$ cat config.mk
export PLATFORM = sky130hd
export DESIGN_NAME = serial_set_cond
export DESIGN_NICKNAME = d
export VERILOG_FILES = /design/src/rtl/serial_set_cond_pkg.sv /design/src/rtl/serial_set_cond_add_slice.sv /design/src/rtl/serial_set_cond.sv
export SDC_FILE = /design/constraint.sdc
export NUM_CORES = 1
export LEC_CHECK = 0
export ABC_AREA = 1
export CAP_MARGIN = 20
export CORE_ASPECT_RATIO = 1.5
export CORE_UTILIZATION = 30
export CTS_CLUSTER_DIAMETER = 30
export DETAILED_ROUTE_END_ITERATION = 16
export SLEW_MARGIN = 20
export SYNTH_ARGS = -nofsm -noshare
export SYNTH_HDL_FRONTEND = slang
export SYNTH_HIERARCHICAL = 1
export SYNTH_SLANG_ARGS = --single-unit
$ cat constraint.sdc
create_clock -name clk -period 2 [get_ports clk]
set_input_delay 0.4 -clock clk [delete_from_list [all_inputs] [get_ports clk]]
set_output_delay 0.4 -clock clk [all_outputs]
set_load 0.03 [all_outputs]
$ cat src/rtl/serial_set_cond_pkg.sv
// Shared types for the WISC set-condition evaluator.
package wisc_setcond_pkg;

    typedef enum logic [1:0] {
        SEQ = 2'b00,
        SLT = 2'b01,
        SLE = 2'b10,
        SCO = 2'b11
    } setop_t;

    typedef enum logic [1:0] {
        IDLE = 2'd0,
        RUN  = 2'd1,
        DONE = 2'd2
    } ssc_state_t;

    // Signed less-than from the sign of (a - b) corrected by overflow.
    function automatic logic lt_from_flags(input logic sign, input logic v);
        return sign ^ v;
    endfunction

endpackage

$ cat src/rtl/serial_set_cond_add_slice.sv
// STEP-bit combinational ripple adder slice; also exposes the carry into its MSB.
module serial_add_slice #(
    parameter int unsigned STEP = 1
) (
    input  logic [STEP-1:0] a,
    input  logic [STEP-1:0] b,
    input  logic            cin,
    output logic [STEP-1:0] sum,
    output logic            cout,
    output logic            c_msb
);

    logic [STEP:0] carry;

    always_comb begin
        carry    = '0;
        sum      = '0;
        carry[0] = cin;
        for (int i = 0; i < int'(STEP); i++) begin
            sum[i]     = a[i] ^ b[i] ^ carry[i];
            carry[i+1] = (a[i] & b[i]) | (carry[i] & (a[i] ^ b[i]));
        end
    end

    assign cout  = carry[STEP];
    assign c_msb = carry[STEP-1];

endmodule

$ cat src/rtl/serial_set_cond.sv
// Multi-cycle SEQ/SLT/SLE/SCO evaluator: operands are consumed LSB-first,
// STEP bits per cycle, through one serial add/subtract slice.
module serial_set_cond
    import wisc_setcond_pkg::*;
#(
    parameter int unsigned WIDTH = 16,
    parameter int unsigned STEP  = 1
) (
    input  logic             clk,
    input  logic             rst_n,
    input  logic             in_valid,
    output logic             in_ready,
    input  logic [WIDTH-1:0] in_a,
    input  logic [WIDTH-1:0] in_b,
    input  logic [1:0]       in_op,
    output logic             out_valid,
    input  logic             out_ready,
    output logic [WIDTH-1:0] out_data,
    output logic             busy
);

    localparam int unsigned SLICES = WIDTH / STEP;
    localparam int unsigned CW     = (SLICES > 1) ? $clog2(SLICES) : 1;
    localparam int unsigned LAST   = SLICES - 1;

    ssc_state_t       state_q, state_d;
    logic [WIDTH-1:0] a_q, a_d, b_q, b_d;
    setop_t           op_q, op_d;
    logic             carry_q, carry_d;
    logic             zero_q, zero_d;
    logic [CW-1:0]    cnt_q, cnt_d;
    logic             in_ready_d, out_valid_d, busy_d;
    logic [WIDTH-1:0] out_data_d;

    logic [STEP-1:0]  s_sum;
    logic             s_cout, s_cmsb;
    logic             res_bit;

    serial_add_slice #(.STEP(STEP)) u_slice (
        .a     (a_q[STEP-1:0]),
        .b     (b_q[STEP-1:0]),
        .cin   (carry_q),
        .sum   (s_sum),
        .cout  (s_cout),
        .c_msb (s_cmsb)
    );

    // Result bit from the flags of the final slice; only meaningful on the last RUN cycle.
    always_comb begin
        logic zero_fin;
        logic ovf;
        logic lt;
        zero_fin = zero_q & (s_sum == '0);
        ovf      = s_cmsb ^ s_cout;
        lt       = lt_from_flags(s_sum[STEP-1], ovf);
        res_bit  = 1'b0;
        case (op_q)
            SEQ:     res_bit = zero_fin;
            SLT:     res_bit = lt;
            SLE:     res_bit = lt | zero_fin;
            SCO:     res_bit = s_cout;
            default: res_bit = 1'b0;
        endcase
    end

    always_comb begin
        state_d     = state_q;
        a_d         = a_q;
        b_d         = b_q;
        op_d        = op_q;
        carry_d     = carry_q;
        zero_d      = zero_q;
        cnt_d       = cnt_q;
        out_valid_d = out_valid;
        out_data_d  = out_data;

        case (state_q)
            IDLE: begin
                if (in_valid && in_ready) begin
                    // Compare ops compute A + ~B + 1; SCO computes plain A + B.
                    op_d    = setop_t'(in_op);
                    a_d     = in_a;
                    b_d     = (setop_t'(in_op) == SCO) ? in_b : ~in_b;
                    carry_d = (setop_t'(in_op) != SCO);
                    zero_d  = 1'b1;
                    cnt_d   = '0;
                    state_d = RUN;
                end
            end
            RUN: begin
                a_d     = a_q >> STEP;
                b_d     = b_q >> STEP;
                carry_d = s_cout;
                zero_d  = zero_q & (s_sum == '0);
                cnt_d   = cnt_q + CW'(1);
                if (cnt_q == CW'(LAST)) begin
                    state_d     = DONE;
                    out_valid_d = 1'b1;
                    out_data_d  = {{(WIDTH-1){1'b0}}, res_bit};
                end
            end
            DONE: begin
                if (out_ready) begin
                    state_d     = IDLE;
                    out_valid_d = 1'b0;
                end
            end
            default: state_d = IDLE;
        endcase

        in_ready_d = (state_d == IDLE);
        busy_d     = (state_d == RUN);
    end

    always_ff @(posedge clk) begin
        if (!rst_n) begin
            state_q   <= IDLE;
            a_q       <= '0;
            b_q       <= '0;
            op_q      <= SEQ;
            carry_q   <= 1'b0;
            zero_q    <= 1'b0;
            cnt_q     <= '0;
            in_ready  <= 1'b0;
            out_valid <= 1'b0;
            out_data  <= '0;
            busy      <= 1'b0;
        end else begin
            state_q   <= state_d;
            a_q       <= a_d;
            b_q       <= b_d;
            op_q      <= op_d;
            carry_q   <= carry_d;
            zero_q    <= zero_d;
            cnt_q     <= cnt_d;
            in_ready  <= in_ready_d;
            out_valid <= out_valid_d;
            out_data  <= out_data_d;
            busy      <= busy_d;
        end
    end

endmodule

# ---- Yosys cells after proc, flatten, opt, wreduce, memory -nomap -nowiden
# Cells that the tools add are included.
dict set report totals {
  regBits 46
  elab_cells 64
  out_inout_bits 19
}
dict set report op_classes {
  bitwise_logic 11
  n_reduce_logical 10
  eq_ne 12
  muxes 19
  n_addsub 1
}
# cell n
set ops {}
lappend ops {{case mux 16 bit (2 select lines)} 2}
lappend ops {{2-to-1 mux 16 bit} 3}
lappend ops {{inverter 16 bit} 1}
lappend ops {{equality test 2 bit (second input constant)} 4}
lappend ops {{!= test 2 bit (second input constant)} 4}
lappend ops {{case mux 4 bit (2 select lines)} 1}
lappend ops {{equality test 2 x 1 -> 1 bit (second input constant)} 3}
lappend ops {{logical NOT 2 bit} 3}
lappend ops {{2-to-1 mux 2 bit} 3}
lappend ops {{case mux 1 bit (2 select lines)} 3}
lappend ops {{case mux 2 bit (3 select lines)} 1}
lappend ops {{AND reduction 2 bit} 3}
lappend ops {{adder 4 x 1 -> 4 bit (second input constant)} 1}
lappend ops {{equality test 4 bit (second input constant)} 1}
lappend ops {{2-to-1 mux 1 bit} 4}
lappend ops {{2-to-1 mux 4 bit} 1}
lappend ops {{case mux 1 bit (4 select lines)} 1}
lappend ops {{nonzero test 2 bit} 2}
lappend ops {{bitwise XOR 1 bit} 4}
lappend ops {{bitwise AND 1 bit} 3}
lappend ops {{AND reduction 3 bit} 1}
lappend ops {{bitwise OR 1 bit} 2}
lappend ops {{logical AND 1 bit} 1}
lappend ops {{inverter 1 bit} 1}

# ---- Logic depth before layout (Yosys ltp)
# Gate-level depths: netlist of the first run.
dict set report depth {
  word_depth 7
  mapped_depth 8
  mapped_depth_nobuf 8
}

# ---- Modules after synthesis
# Netlist of the first run, hierarchy kept.
# mod cells_per_inst instances area_per_inst_um2 seq_area_each_um2
set modules_own_cells {}
lappend modules_own_cells {serial_set_cond 309 1 2239.6 920.9}
lappend modules_own_cells {serial_add_slice 2 1 27.5 0.0}

# ---- Worst setup path after synthesis of the first run
# Ideal clock, no wire load.
dict set report synth_path {
  path_type {flip-flop to flip-flop}
  from {reg a_q[0]}
  to {reg out_data[0]}
  t_required_ns 1.868
  synth_period_minus_slack_ns 1.378
  slack_ns 0.622
  stages_incl_launch_ff 9
  t_arrival_ns 1.246
  path_cell_list {dfxtp_1 fa_1 inv_1 nand2_1 nand3_1 nand2_1 nand3_1 nand2_1 a21oi_1}
}
dict set report synth_between {
  elab_cells_between_ends 11
  classes_between {1 x mux; 10 x bitwise}
}
# item line_no
set synth_rtl {}
lappend synth_rtl {{from (decl)} serial_set_cond.sv:27} ;# logic [WIDTH-1:0] a_q, a_d, b_q, b_d;
lappend synth_rtl {{from (signal assigned)} serial_set_cond.sv:118} ;# a_q <= '0;
lappend synth_rtl {{from (signal assigned)} serial_set_cond.sv:130} ;# a_q <= a_d;
lappend synth_rtl {{bitwise XOR 1 bit (*) (2 in series)} serial_set_cond_add_slice.sv:20} ;# sum[i] = a[i] ^ b[i] ^ carry[i];
lappend synth_rtl {{net s_sum} serial_set_cond.sv:35} ;# logic [STEP-1:0] s_sum;
lappend synth_rtl {{inverter 1 bit} serial_set_cond.sv:53} ;# zero_fin = zero_q & (s_sum == '0);
lappend synth_rtl {{bitwise AND 1 bit} serial_set_cond.sv:53}
lappend synth_rtl {{bitwise OR 1 bit} serial_set_cond.sv:60} ;# SLE: res_bit = lt | zero_fin;
lappend synth_rtl {{case mux 1 bit (4 select lines) (*)} serial_set_cond.sv:57} ;# case (op_q)
lappend synth_rtl {{to (signal assigned)} serial_set_cond.sv:138} ;# out_data <= out_data_d;
lappend synth_rtl {{to (decl)} serial_set_cond.sv:18} ;# output logic [WIDTH-1:0] out_data,
# Mark *: on every way through the listed nets, which the timed path passes. The rest lies on a longest branch.
# A chain may end at the register's enable or synchronous reset.

# ---- Worst setup path after layout of the first run
dict set report layout_path {
  from {in in_valid}
  to {reg carry_q}
}
dict set report layout_between {
  elab_chain_cells 3
}
# item line_no
set layout_rtl {}
lappend layout_rtl {{from (decl)} serial_set_cond.sv:11} ;# input logic in_valid,
lappend layout_rtl {{logical AND 1 bit} serial_set_cond.sv:79} ;# if (in_valid && in_ready) begin
lappend layout_rtl {{!= test 2 bit (no line)} -}
lappend layout_rtl {{AND reduction 2 bit (no line)} -}
lappend layout_rtl {{to (signal assigned)} serial_set_cond.sv:133} ;# carry_q <= carry_d;
lappend layout_rtl {{to (decl)} serial_set_cond.sv:29} ;# logic carry_q, carry_d;
# Every way passes these cells.

==> impl_metrics.tcl, run 1 <==
set metrics [dict create \
    status "finished, final reports clean" \
    met1_usage 0.145 \
    drv_cap 0 \
    critPathRequiredTime_ns 2.18 \
    first_global_vias 1861 \
    synthCells 311 \
    vias 1991 \
    dp_cells 441 \
    ctsHtreeMaxLevel 2 \
    grt_use_total 0.128 \
    cpPeakStageDelay_ns 0.58 \
    cts_resized 0 \
    worst-path-max-fanout 34 \
    core_sq_mm 0.00727 \
    post_synth_fa_ha_maj_area_fraction 0.0143 \
    rsz0062_at_grt "no" \
    core.rowCount 38 \
    grt_overflow 0 \
    synth.area.mux_share 0 \
    placed_area_sq_mm 0.00269 \
    wl_um 4600 \
    synth_simple_gate_area_frac 0.272 \
    clock-root-buffer "clkbuf_8" \
    layout.cells.non_filler 448 \
    ys_types 27 \
    antenna_found_initial 0 \
    drt_iter0_drc 82 \
    holdBufCountCts 0 \
    grt_max_degree 35 \
    end_kind "register" \
    setup_viol 0 \
    tns_ns 0 \
    drive_gt1_frac 0.0546 \
    crit_slowest_cell "nor2_4" \
    ys_ff_latch 46 \
    use_met2 0.234 \
    cts_setup_buffers 0 \
    seq_area_frac_synth 0.406 \
    die-area_sq_mm 0.00792 \
    final_nets 388 \
    finalClockSkew_ns 0.00765 \
    area_delta_synth_final_pct 23.6 \
    ys.flop_type "dfxtp_1" \
    synthArstFlopShare 0 \
    reg2reg_depth 5 \
    first_pass_iters 4 \
    wl_per_cell_um 10.3 \
    io_pins 57 \
    clockBufferDepth 2 \
    dp_hpwl_um 3300 \
    met3_usage 0.0224 \
    crit_path_frequent_cell "nor2_1" \
    slew_headroom 0.501 \
    port_buffers 41 \
    cts_buffers 5 \
    r2r_start "state_q[1]" \
    max_freq_ghz 0.576 \
    via_per_inst 4.44 \
    cp.arrival_ns 1.92 \
    worst_slew_pin_slew_ns 0.746 \
    hold_class "reg -> reg" \
    hold_viol_final 0 \
    synth-compound-area-share 0.113 \
    place.gp.congestion 0.752 \
    leakagePower_nw 1.15 \
    cpLargestDelayFamily "simple AND/OR/NAND/NOR gates" \
    final_area_sq_mm 0.00280 \
    synth_xor_area_frac 0.0579 \
    startpoint_type "input pin" \
    ant_nets 0 \
    drc_errors 0 \
    synth_edf_count 0 \
    clock_sinks 46 \
    clock_latency_ns 0.29 \
    clkTransAtPathRegs_ns 0.09 \
    synthTopCellsByArea "dfxtp_1, nand2_1, xor2_1" \
    die_width_um 73.0 \
    yosysWarnings 6 \
    fin_crit_sh 0.868 \
    worst-path-buf-inv 2 \
    start_util 0.312 \
    fin_crit_ns 1.74 \
    busiest_layer "met2" \
    ir_drop_mv 0.426 \
    slew_viol_final 0 \
    syn_area_sq_mm 0.00227 \
    worstHoldStart "out_valid" \
    synth_top_area_frac 0.406 \
    fin_util 0.385 \
    worstPathCellList "clkdlybuf4s50_1 > nand2_1 > nor3_4 > nor2_4 > inv_1 > nor2_1 > nor2_1" \
    critical_path_depth 7 \
    crit_start "in_valid" \
    cts_tree "yes" \
    grt_first_pass_wirelength_um 7980 \
    dieHeight_um 108 \
    avgSynthCellArea_sq_um 7.29 \
    synth_top_family_by_area "simple AND/OR/NAND/NOR gates" \
    critical_path_class "in -> reg" \
    diodes 0 \
    synth.largest_area_cell "dfxtp_1" \
    holdPathStages 2 \
    power_density_mw_per_mm2 748 \
]
final timing paths:
| check | to | slack, ns |
|---|---|---|
| hold reg to reg | out_valid | 0.47 |
| setup reg to reg | carry_q | 0.37 |
| setup / recovery | carry_q | 0.26 |
| hold / removal | out_valid | 0.47 |
routing by layer:
layer / part of all wire / up-vias
li1: - / 1033
met1: 0.43 / 907
met2: 0.51 / 45
met3: 0.033 / 6
met4: 0.019 / 0
met5: 0 / -
where the power goes:
group / internal (mW) / switching (mW) / total, mW
Clock: 0.400 / 0.300 / 0.700
Combinational: 0.161 / 0.231 / 0.392
Sequential: 0.971 / 0.0312 / 1.00
Total: 1.53 / 0.562 / 2.09
cells by family after synthesis:
group                    after synthesis
AO/OA/AOI/OAI                         43
XOR/XNOR                              15
adder cells (fa/ha/maj)                2
buffers and inverters                 56
flip-flops                            46
other                                  1
AND/OR/NAND/NOR                      148
metrics by stage:
step | setup slack [ns] | total power, mW | hold slack (ns)
global route | 0.128 | 2.22 | 0.481
floorplan | 0.622 | 1.32 | 0.439
global placement | -0.0389 | 1.41 | 0.453
finish | 0.263 | 2.09 | 0.466
CTS | 0.256 | 2.12 | 0.469
detailed placement | -0.0566 | 1.42 | 0.457
area by class of cell:
class | count | area, sq um
fill | 783 | 4470
multi-input combinational | 223 | 1090
sequential | 46 | 921
timing repair buffer | 47 | 455
tap | 100 | 125
inverter | 25 | 93.8
clock buffer | 6 | 82.6
clock inverter | 1 | 30.0
placed cells by master, fill, tap and decap left out:
cell	instances
a211oi_1	1
a21oi_1	17
a22oi_1	7
a31oi_1	11
buf_4	6
bufinv_16	1
clkbuf_8	6
clkdlybuf4s50_1	41
conb_1	15
dfxtp_1	46
fa_1	1
ha_1	1
inv_1	24
inv_2	1
nand2_1	105
nand2_2	1
nand3_1	18
nand4_1	1
nor2_1	16
nor2_4	2
nor3_1	3
nor3_4	1
o21ai_0	4
o21ai_1	1
o221ai_1	2
or2_2	1
xor2_1	15
cells in the mapped netlist, drive strengths merged, types with 2 or more instances:
library cell / instances
nand2: 106
dfxtp: 46
buf: 27
inv: 25
nand3: 18
nor2: 18
a21oi: 17
xor2: 15
a31oi: 11
a22oi: 7
o21ai: 5
clkbuf: 4
nor3: 4
o221ai: 2
registers in the layout, summed over array words and instances (netlist names):
signal / count
a_q: 16
op_q: 2
state_q: 2
b_q: 16
out_data: 1
out_valid: 1
cnt_q: 4
carry_q: 1
in_ready: 1
busy: 1
zero_q: 1
worst register-to-register path: cells and delay by family, from the launching register on:
kind / cells / cell delay [ns]
buffers and inverters: 1 / 0.18
DFF: 1 / 0.48
and+or+nand+nor: 4 / 0.85
Note: power is estimated with default switching activity, not from simulation.
==> run 2, diff against run 1 <==
- CAP_MARGIN: 20 -> default
==> results of run 2 <==
No change in the layout: final DEF, timing and power equal those of run 1.
==> patch 1: new RTL, settings of run 2 <==
Make the reset (`rst_n`) asynchronous in one clocked block.
--- a/src/rtl/serial_set_cond.sv
+++ b/src/rtl/serial_set_cond.sv
@@ -112,7 +112,7 @@
         busy_d     = (state_d == RUN);
     end
 
-    always_ff @(posedge clk) begin
+    always_ff @(posedge clk or negedge rst_n) begin
         if (!rst_n) begin
             state_q   <= IDLE;
             a_q       <= '0;
Check against the original RTL: differs if rst_n is asserted again (counterexample within 4 cycles, from zero or initial values and one cycle with rst_n low); with rst_n held inactive, the same outputs for 10 cycles.
==> patch 1 against run 2 <==
- wire length is 1.0% higher
- worst setup slack better by 11 ps
- sequential cell count stayed put
- die area is 0.54% higher
- design area is 3.7% higher
- global-route usage is 0.55 points higher
- core utilization is 1.4 points higher
- area after synthesis is 0.55% higher
- largest cell class is now sequential cells
- highest routed layer unchanged
Power is not compared: it rests on default switching activity, and its combinational part moved more than twofold at a synthesized area within 25%.
==> patch 1: results (changes against run 2) <==
[run_status]
status=complete, no violations  ; unchanged

[logic_synthesis]
synth-seq-area-share=0.505  ; was 0.406
netlist_top_cells_area=dfrtp_1 50%, nand2_1 17%, nand3_1 5.7%, buf_4 5.3%, xnor2_1 3.8%  ; was dfxtp_1 41%, nand2_1 17%, xor2_1 5.8%, buf_4 5.6%, nand3_1 4.0%
synth_flop_cell=dfrtp_1  ; was dfxtp_1
yosys_warnings=6  ; unchanged
async_flop_share=1.00  ; was 0
synth_cell_types=23  ; was 27
synthTopCellsByCount=106 x nand2_1, 46 x dfrtp_1, 26 x nand3_1  ; was 105 x nand2_1, 46 x dfxtp_1, 24 x inv_1

[worst_setup_path]
crit_fanout=2  ; was 34
slowest_stage=clkdlybuf4s50_1  ; was nor2_4
regToRegSetupSlack_ps=470  ; was 370 ps
crit_family=buffers and inverters  ; was simple AND/OR/NAND/NOR gates
cp.arrival_ps=1330  ; was 1920 ps
r2r_cells=6  ; was 5
critical_path.startpoint=out_valid  ; was in_valid
crit_path_max_incr_delay_ps=670  ; was 580 ps
r2r-start=carry_q  ; was state_q[1]
reg2reg_to=out_data[0]  ; was carry_q

[global_route]
grt_pass1_wl_um=8040  ; was 7980 um
track_usage=0.133  ; was 0.128
antenna_found_initial=0  ; unchanged
grt_max_degree=27  ; was 35
grt_pass1_vias=1833  ; was 1861

[routing]
wirelength_um=4650  ; was 4600 um
drt_iter0_markers=52  ; was 82
avgViaCountPerCell=4.37  ; was 4.44
first_pass_iters=4  ; unchanged
drcViolationCount=0  ; unchanged

[power]
ir_worst_vdd_mv=0.504
p_sw_frac=0.366
leakage_uw=0.00133

[clocking]
clk_pin_slew_worst_paths_ps=90  ; about the same
cts_buffers=5  ; unchanged
htree_levels=2  ; unchanged
clk_latency_ps=290  ; about the same
postCtsSetupRepairBufs=0  ; unchanged
cts.path.max_buffers=2  ; unchanged
clockRootBuffer=clkbuf_8  ; unchanged
cts_resized=0  ; unchanged

[placement]
routabilityCongestion=0.782  ; was 0.752
portBuffers=41  ; unchanged
hpwl_um=3460  ; was 3300 um

[finish]
drive_above_1_share=0.0635  ; was 0.0546
nets=354  ; was 388
reg_top3=a_q (16), b_q (16), cnt_q (4)  ; unchanged
antennaDiodeCount=0  ; unchanged

[worst_hold_path]
hold_class=input pin to asynchronous set/reset pin  ; was flip-flop to flip-flop

[sta]
slew_headroom=0.610  ; was 0.501
finClkSkew_ps=6.20  ; was 7.65 ps

[patch 1: cell types whose count changed after synthesis, moves of 9 or more]
cell	before	now
a21oi_1	17	4
o211ai_1	0	9
xnor2_1	0	10
dfrtp_1	0	46
inv_1	24	10
dfxtp_1	46	0
xor2_1	15	6
a31oi_1	11	0
[patch 1: layout make-up]
cell class | instances | area [sq um]
Clock buffer | 6 | 82.6
Inverter | 10 | 37.5
Timing Repair Buffer | 48 | 470
Tap cell | 100 | 125
Clock inverter | 2 | 60.1
Fill cell | 783 | 4370
Sequential cell | 46 | 1150
Multi-Input combinational cell | 203 | 978
[patch 1: layer usage]
layer	track usage	vias to the layer above	wire length [um]
li1	-	911	-
met1	0.144	850	2020
met2	0.239	43	2320
met3	0.0277	8	194
met4	0.0672	0	114
met5	0	-	0
[patch 1: power by group through the flow]
stage	Clock (uW)	Sequential, uW	Combinational, uW
floorplan	0	1580	1030
global placement	0	1550	1460
detailed placement	0	1560	1510
CTS	864	1550	1510
global route	894	1600	1710
finish	848	1540	1480
[patch 1: stage by stage]
step                      setup WS [ps]  total power, uW  hold WS, ps  std cells  cell area, sq um
final                               274             3870         98.7        415              2910
after global routing                233             4210          147        415              2910
after CTS                           247             3920          117        415              2910
after detailed placement            139             3070          444        407              2760
after global placement              172             3020          432        407              2760
after floorplan                     565             2610          104        285              2330
[patch 1: cell families after synthesis]
logic type	after synthesis	share of synthesized area
other	1	0.00164
xor gates and xnor gates	16	0.0615
and+or+nand+nor	148	0.267
AOI/OAI and AO/OA	22	0.0615
adders and majority gates	2	0.0143
DFF	46	0.505
buffers and inverters	36	0.0889
[patch 1: worst max-delay path by stage]
stage,end,slack [ps],cells past startpoint
2_1_floorplan,b_q[10],560,6
3_3_place_gp,b_q[10],170,7
3_5_place_dp,b_q[1],140,7
4_1_cts,out_valid,250,1
5_1_grt,out_valid,230,1
6_report,out_valid,270,1
==> patch 2: new RTL, settings of run 2 <==
Without the edit above. Set the parameter `WIDTH` to 32 (it was 16).
--- a/src/rtl/serial_set_cond.sv
+++ b/src/rtl/serial_set_cond.sv
@@ -3,7 +3,7 @@
 module serial_set_cond
     import wisc_setcond_pkg::*;
 #(
-    parameter int unsigned WIDTH = 16,
+    parameter int unsigned WIDTH = 32,
     parameter int unsigned STEP  = 1
 ) (
     input  logic             clk,
Interface: changed (resized in_a, in_b and out_data); port bits go from 57 to 105. No check against the original RTL was run, so the function may have changed too.
==> patch 2 against run 2 <==
- via count rose by 71%
- area after synthesis rose by 71%
- global-route usage rose by 0.55 points
- combinational power rose by 78%
- sequential share of layout area fell by 0.97 points
- wire length rose by 86%
- register-to-register slack improved by 100 ps
- sequential cell count rose by 33
- power rose by 91%
- worst setup slack got worse by 25 ps
- design area rose by 77%
- core utilization rose by 0.91 points
- highest routed layer unchanged
==> patch 2: results (changes against run 2) <==
[routing]
avgViaCountPerCell=4.51  ; was 4.44
vias=3399  ; was 1991
drt_iter0_markers=112  ; was 82
first_pass_iters=6  ; was 4
met1_length_um=3710  ; was 1990 um
wirelength_um=8560  ; was 4600 um

[placement]
hpwl_um=6180  ; was 3300 um
portBuffers=73  ; was 41
numPlacedInstances=737  ; was 441
routabilityCongestion=0.730  ; was 0.752

[global_route]
grt_pass1_vias=3185  ; was 1861
grt_max_degree=30  ; was 35
grt_use_met2=0.236  ; was 0.234
gr-usage-met3=0.0209  ; was 0.0224
grt_pass1_wl_um=14000  ; was 7980 um
grtUsageMet1=0.149  ; was 0.145

[worst_setup_path]
regToRegSetupSlack_ps=470  ; was 370 ps
crit_fanout=2  ; was 34
reg2reg_to=a_q[16]  ; was carry_q
crit_path_max_incr_delay_ps=680  ; was 580 ps
slowest_stage=clkdlybuf4s50_1  ; was nor2_4

[clocking]
clockRootBuffer=clkbuf_16  ; was clkbuf_8
cts_buffers=9  ; was 5

[logic_synthesis]
synthTopCellsByCount=174 x nand2_1, 79 x dfxtp_1, 45 x a21oi_1  ; was 105 x nand2_1, 46 x dfxtp_1, 24 x inv_1
synth-seq-area-share=0.407  ; was 0.406
netlist_top_cells_area=dfxtp_1 41%, nand2_1 17%, buf_4 7.9%, xor2_1 7.0%, a22oi_1 6.2%  ; was dfxtp_1 41%, nand2_1 17%, xor2_1 5.8%, buf_4 5.6%, nand3_1 4.0%

[run_status]
status=complete, no violations  ; unchanged

[finish]
reg_top3=a_q (32), b_q (32), cnt_q (5)  ; was a_q (16), b_q (16), cnt_q (4)
drive_above_1_share=0.0653  ; was 0.0546
fillers=1293  ; was 783

[sta]
finClkSkew_ps=6.88  ; was 7.65 ps

[power]
internal_power_uw=2920  ; was 1530 uW
ir_worst_vdd_mv=0.394  ; was 0.426 mV

[worst_hold_path]
worst_hold_path.endpoint=op_q[1]  ; was out_valid
min_from=op_q[1]  ; was out_valid

[patch 2: worst max path at each step]
stage,start,end,slack [ps]
5_1_grt,in_ready,in_ready,180
3_3_place_gp,in_valid,a_q[15],40
2_1_floorplan,in_ready,a_q[10],540
3_5_place_dp,in_valid,a_q[16],10
4_1_cts,in_ready,in_ready,220
6_report,in_ready,in_ready,240
[patch 2: stage by stage]
stage	power (uW)	worst slack [ps]	area, sq um	utilization
finish	4010	238	4960	0.394
global route	4200	185	4960	0.394
global placement	2440	42.3	4670	0.371
CTS	4070	219	4960	0.394
floorplan	2240	542	4000	-
detailed placement	2460	11.8	4670	0.371
[patch 2: cell families after synthesis]
| kind of cell | count (synthesis) | synth area share |
|---|---|---|
| AO/OA/AOI/OAI | 91 | 0.140 |
| adder cells (fa/ha/maj) | 3 | 0.0116 |
| AND/OR/NAND/NOR | 218 | 0.229 |
| XOR/XNOR | 31 | 0.0699 |
| flip-flops | 79 | 0.407 |
| buffers and inverters | 103 | 0.142 |
| other | 1 | 0.000965 |
[patch 2: worst register-to-register path: stages, from the launching register on]
cell and delay [ps]:
dfxtp_1 460, nor2_4 100, nor2_4 340, buf_4 310, nand2_1 80, a21oi_1 170
[patch 2: cell type report]
type	count	area, sq um	share of cell area
multi-input combinational	374	1870	0.377
sequential	79	1580	0.319
timing repair buffer	89	876	0.177
clock buffer	10	229	0.0462
tap	156	195	0.0394
inverter	39	146	0.0295
clock inverter	6	61.3	0.0124
[patch 2: power groups by stage]
stage          combinational [uW]  sequential (uW)  clock [uW]
2_1_floorplan                 497             1750           0
3_3_place_gp                  695             1750           0
3_5_place_dp                  705             1750           0
4_1_cts                       708             1720        1640
5_1_grt                       776             1730        1700
6_report                      698             1720        1590
